## src/rtl/prog_loader.sv

```systemverilog
// Byte-stream program loader: assembles big-endian 16-bit words from a length-prefixed
// stream, writes them to main memory and releases cpu_hold when done. Optional macro: CHECKSUM_EN.
//
// state     | meaning
// ----------+---------------------------------------------------------
// S_IDLE    | waiting for start after reset, CPU held
// S_LEN_HI  | accept length high byte
// S_LEN_LO  | accept length low byte, range-check length
// S_DATA_HI | accept instruction word high byte
// S_DATA_LO | accept instruction word low byte
// S_WRITE   | one-cycle memory write, advance word counter
// S_CHK_HI  | accept checksum high byte (CHECKSUM_EN only)
// S_CHK_LO  | accept checksum low byte and compare (CHECKSUM_EN only)
// S_DONE    | image loaded, CPU released
// S_ERR     | load aborted, CPU held
module prog_loader #(
    parameter int          ADDR_W    = 8,
    parameter int unsigned BASE_ADDR = 0,
    parameter int          MAX_WORDS = 256
) (
    input  logic              clock,
    input  logic              reset,
    input  logic              start,
    input  logic [7:0]        byte_in,
    input  logic              byte_valid,
    output logic              byte_ready,
    output logic              mem_we,
    output logic [ADDR_W-1:0] mem_addr,
    output logic [15:0]       mem_wdata,
    output logic              cpu_hold,
    output logic              done,
    output logic              error,
    output logic [15:0]       word_cnt
);

    typedef enum logic [3:0] {
        S_IDLE,
        S_LEN_HI,
        S_LEN_LO,
        S_DATA_HI,
        S_DATA_LO,
        S_WRITE,
        S_CHK_HI,
        S_CHK_LO,
        S_DONE,
        S_ERR
    } state_t;

    localparam logic [ADDR_W-1:0] BASE    = ADDR_W'(BASE_ADDR);
    localparam logic [16:0]       MAX_LEN = 17'(MAX_WORDS);

    state_t      state;
    logic [15:0] len;
    logic [7:0]  hi_byte;
    logic        accept;
    logic        last_word;
    logic [15:0] len_next;

`ifdef CHECKSUM_EN
    logic [15:0] sum;
    logic [7:0]  chk_hi;
`endif

    assign accept    = byte_valid & byte_ready;
    assign len_next  = {len[15:8], byte_in};
    // word_cnt has not yet been incremented while in S_WRITE
    assign last_word = ({1'b0, word_cnt} + 17'd1) >= {1'b0, len};

    always_ff @(posedge clock) begin
        if (reset) begin
            state      <= S_IDLE;
            byte_ready <= 1'b0;
            mem_we     <= 1'b0;
            mem_addr   <= '0;
            mem_wdata  <= '0;
            cpu_hold   <= 1'b1;
            done       <= 1'b0;
            error      <= 1'b0;
            word_cnt   <= '0;
            len        <= '0;
            hi_byte    <= '0;
`ifdef CHECKSUM_EN
            sum        <= '0;
            chk_hi     <= '0;
`endif
        end else begin
            mem_we <= 1'b0;
            case (state)
                S_IDLE, S_DONE, S_ERR: begin
                    if (start) begin
                        state      <= S_LEN_HI;
                        byte_ready <= 1'b1;
                        cpu_hold   <= 1'b1;
                        done       <= 1'b0;
                        error      <= 1'b0;
                        word_cnt   <= '0;
`ifdef CHECKSUM_EN
                        sum        <= '0;
`endif
                    end
                end
                S_LEN_HI: begin
                    if (accept) begin
                        len[15:8] <= byte_in;
                        state     <= S_LEN_LO;
                    end
                end
                S_LEN_LO: begin
                    if (accept) begin
                        len[7:0] <= byte_in;
                        if (len_next == 16'd0) begin
`ifdef CHECKSUM_EN
                            state      <= S_CHK_HI;
`else
                            state      <= S_DONE;
                            byte_ready <= 1'b0;
                            done       <= 1'b1;
                            cpu_hold   <= 1'b0;
`endif
                        end else if ({1'b0, len_next} > MAX_LEN) begin
                            state      <= S_ERR;
                            byte_ready <= 1'b0;
                            error      <= 1'b1;
                        end else begin
                            state <= S_DATA_HI;
                        end
                    end
                end
                S_DATA_HI: begin
                    if (accept) begin
                        hi_byte <= byte_in;
                        state   <= S_DATA_LO;
                    end
                end
                S_DATA_LO: begin
                    if (accept) begin
                        state      <= S_WRITE;
                        byte_ready <= 1'b0;
                        mem_we     <= 1'b1;
                        mem_wdata  <= {hi_byte, byte_in};
                        mem_addr   <= BASE + ADDR_W'(word_cnt);
`ifdef CHECKSUM_EN
                        sum        <= sum + {hi_byte, byte_in};
`endif
                    end
                end
                S_WRITE: begin
                    word_cnt <= word_cnt + 16'd1;
                    if (!last_word) begin
                        state      <= S_DATA_HI;
                        byte_ready <= 1'b1;
                    end else begin
`ifdef CHECKSUM_EN
                        state      <= S_CHK_HI;
                        byte_ready <= 1'b1;
`else
                        state      <= S_DONE;
                        done       <= 1'b1;
                        cpu_hold   <= 1'b0;
`endif
                    end
                end
`ifdef CHECKSUM_EN
                S_CHK_HI: begin
                    if (accept) begin
                        chk_hi <= byte_in;
                        state  <= S_CHK_LO;
                    end
                end
                S_CHK_LO: begin
                    if (accept) begin
                        byte_ready <= 1'b0;
                        if ({chk_hi, byte_in} == sum) begin
                            state    <= S_DONE;
                            done     <= 1'b1;
                            cpu_hold <= 1'b0;
                        end else begin
                            state <= S_ERR;
                            error <= 1'b1;
                        end
                    end
                end
`endif
                default: begin
                    state      <= S_IDLE;
                    byte_ready <= 1'b0;
                    cpu_hold   <= 1'b1;
                end
            endcase
        end
    end

endmodule

```

## config.mk

```make
export PLATFORM = sky130hd
export DESIGN_NAME = prog_loader
export DESIGN_NICKNAME = d
export VERILOG_FILES = /design/src/rtl/prog_loader.sv
export SDC_FILE = /design/constraint.sdc
export NUM_CORES = 1
export LEC_CHECK = 0
export CAP_MARGIN = 10
export CORE_ASPECT_RATIO = 0.8
export CORE_MARGIN = 3
export CORE_UTILIZATION = 41
export DETAILED_ROUTE_END_ITERATION = 16
export GPL_ROUTABILITY_DRIVEN = 0
export GPL_TIMING_DRIVEN = 0
export REMOVE_ABC_BUFFERS = 1
export SLEW_MARGIN = 20
export SYNTH_ARGS = -nofsm -noshare
export SYNTH_HDL_FRONTEND = slang
export SYNTH_SLANG_ARGS = --single-unit
```

## constraint.sdc

```tcl
create_clock -name clock -period 3.6 [get_ports clock]
set_input_delay 0.54 -clock clock [delete_from_list [all_inputs] [get_ports clock]]
set_output_delay 0.54 -clock clock [all_outputs]
set_load 0.02 [all_outputs]
```

==> flow_summary.json <==
{
  "cp-startpoint": "word_cnt[0]$_SDFFE_PP0P_",
  "viasPerCell": 5.26,
  "synthTopCellsByCount": "nand2_1, dfxtp_1, a21oi_1",
  "synth_cells": 471,
  "h-tree-depth": 3,
  "drtIter0Drc": 216,
  "ir_drop_uv": 208,
  "ys_warn_count": 0,
  "yosysSeqAreaShare": 0.400,
  "worstMarginPinSlew_ps": 984,
  "synth.largest_area_cell": "dfxtp_1",
  "synth.avg_cell_area_sq_um": 7.76,
  "fin_skew_ps": 9.63,
  "grtUsageTotal": 0.183,
  "r2r_cells": 12,
  "wire_per_inst_um": 14.4,
  "io_buffers": 56,
  "die_h_um": 90.4,
  "ys_dominant_reg_cell": "dfxtp_1",
  "diodes": 0,
  "clock_latency_ps": 350,
  "p_total_mw": 1.77,
  "rsz0062_at_grt": "false",
  "cts-buffers-inserted": 9,
  "rows": 30,
  "power_leakage_nw": 1.62,
  "maxCapViolCount": 0,
  "dieArea_sq_um": 10100,
  "min_path_type": "register to register",
  "route.vias.total": 3311,
  "cts_tree": "done",
  "drv_slew": 0,
  "synth_edf_count": 0,
  "antenna_found_initial": 0,
  "status": "completed",
  "setup.worst_path.start_class": "register",
  "yosysUniqueCellTypes": 42,
  "p_per_area_nw_per_um2": 397,
  "cts_setup_buffers": 0,
  "cp-end-kind": "register",
  "final_antenna_net_count": 0,
  "clock-root-buffer": "clkbuf_8",
  "grt_max_degree": 57,
  "r2r_slack_ps": 300,
  "period_minus_slack_ps": 3300,
  "yosysTopAreaCellShare": 0.400,
  "setup_violations": 0,
  "areaGrowthSynthToFinish_pct": 22.3,
  "final_cells": 630,
  "fin_area_sq_um": 4470,
  "synth.most_common_cell": "nand2_1",
  "cts_buffer_depth": 2,
  "cts_resized": 0,
  "arrival_ps": 3550,
  "synth_area_sq_um": 3650,
  "dpl_cell_area_sq_um": 4290,
  "placedCellCount": 614,
  "grt_first_pass_wirelength_mm": 15.2,
  "ys_ff_latch": 73,
  "fin_nets": 542,
  "holdPathStages": 2,
  "wl_mm": 9.08,
  "crit_type": "register to register",
  "io_pins": 57,
  "min_from": "mem_wdata[11]$_SDFFE_PP0P_",
  "relSlewSlack": 0.344,
  "hpwl_mm": 6.20,
  "hold_viol_final": 0,
  "max_freq_mhz": 303,
  "worstReg2RegStart": "word_cnt[0]$_SDFFE_PP0P_",
  "core-area_sq_um": 8600,
  "cts_sinks": 73,
  "clk_pin_slew_ps": 80,
  "grt_overflow": 0,
  "grt_pass1_vias": 3014,
  "initial_core_util": 0.425,
  "fin_crit_sh": 0.916,
  "holdPathEnd": "mem_wdata[11]$_SDFFE_PP0P_",
  "drc_errors": 0,
  "die_w_um": 112,
  "setup_tns_ps": 0,
  "async_reset_ff_frac": 0,
  "synthTopCellsByArea": "dfxtp_1, a21oi_1, nand2_1, ha_1, nor2_1",
  "crit_required_ps": 3850,
  "cts_hold_buf": 0,
  "dr.pass1.iters": 4,
  "crit_fanout": 8,
  "drive_gt1_frac": 0.0521,
  "worstReg2RegEnd": "state[3]$_SDFFE_PP0P_"
}
-- how the worst max path moves through the flow --
stage	end	slack [ps]	cells past startpoint
finish	state[3]$_SDFFE_PP0P_	300	12
global route	state[3]$_SDFFE_PP0P_	4	12
CTS	state[3]$_SDFFE_PP0P_	310	12
detailed placement	state[3]$_SDFFE_PP0P_	340	12
global placement	done$_SDFFE_PP0P_	50	3
floorplan	state[3]$_SDFFE_PP0P_	670	12
-- critical path: stages (launching register included) --
cell,delay (ps)
dfxtp_1,490
ha_1,300
nand4_1,140
nor2_1,450
and2_1,260
xor2_1,90
ha_1,300
nand2_1,70
nor2_1,140
nand2_1,80
a2111o_1,450
a21o_1,180
a221oi_1,260
-- sequential cells by signal, summed over array words and instances, names as in the netlist --
signal and cells:
state 4, byte_ready 1, cpu_hold 1, hi_byte 8, done 1, mem_we 1
error 1, word_cnt 16, mem_wdata 16, mem_addr 8, len 16
-- routing by layer --
| layer | global-route usage | share of wire | vias to the layer above |
|---|---|---|---|
| met5 | 0 | 0 | - |
| met4 | 0.0486 | 0.013 | 0 |
| met3 | 0.0442 | 0.040 | 12 |
| met2 | 0.286 | 0.45 | 57 |
| met1 | 0.255 | 0.50 | 1545 |
| li1 | - | - | 1697 |
-- layout make-up --
type,count,area [sq um]
fillers,859,4130
repair buffers,57,586
clock buffers,9,124
inverters,16,60.1
well taps,112,140
clock inverters,7,56.3
flip-flops and latches,73,1460
multi-input cells,356,2040
-- cell usage in the layout, fill, tap and decap left out, drive strengths merged, types with 3 or more instances in the layout --
cell | netlist | routed
a221oi | 3 | 3
a31oi | 7 | 7
clkdlybuf4s50 | 0 | 55
a21o | 5 | 5
nor4 | 5 | 5
nand3b | 4 | 4
xor2 | 6 | 6
a21oi | 66 | 66
ha | 17 | 17
xnor2 | 9 | 9
nand4 | 3 | 3
o21ai | 21 | 21
inv | 16 | 17
dfxtp | 73 | 73
nand2b | 3 | 3
and3 | 8 | 8
clkinv | 0 | 5
clkbuf | 21 | 9
and2 | 5 | 5
or3 | 6 | 6
mux2i | 9 | 9
nor2b | 3 | 3
nand2 | 87 | 87
nor3 | 4 | 4
nor2 | 57 | 57
nand3 | 12 | 12
-- per-stage QoR --
stage	hold WS, ps	util	worst slack (ps)
floorplan	425	-	668
global placement	441	0.495	45.3
detailed placement	447	0.499	336
CTS	458	0.520	307
global route	477	0.520	3.61
finish	455	0.520	302
-- cell families after synthesis --
| group | synth area share |
|---|---|
| flip-flops | 0.400 |
| adder cells (fa/ha/maj) | 0.0609 |
| AND/OR/NAND/NOR | 0.257 |
| XOR/XNOR | 0.0359 |
| AO/OA/AOI/OAI | 0.177 |
| multiplexers | 0.0247 |
| buffers and inverters | 0.0448 |
-- power breakdown --
part	internal, mW	switching (mW)
registers	0.832	0.0402
logic	0.124	0.187
clock network	0.256	0.335
No activity file was read; power rests on OpenSTA's default activity.
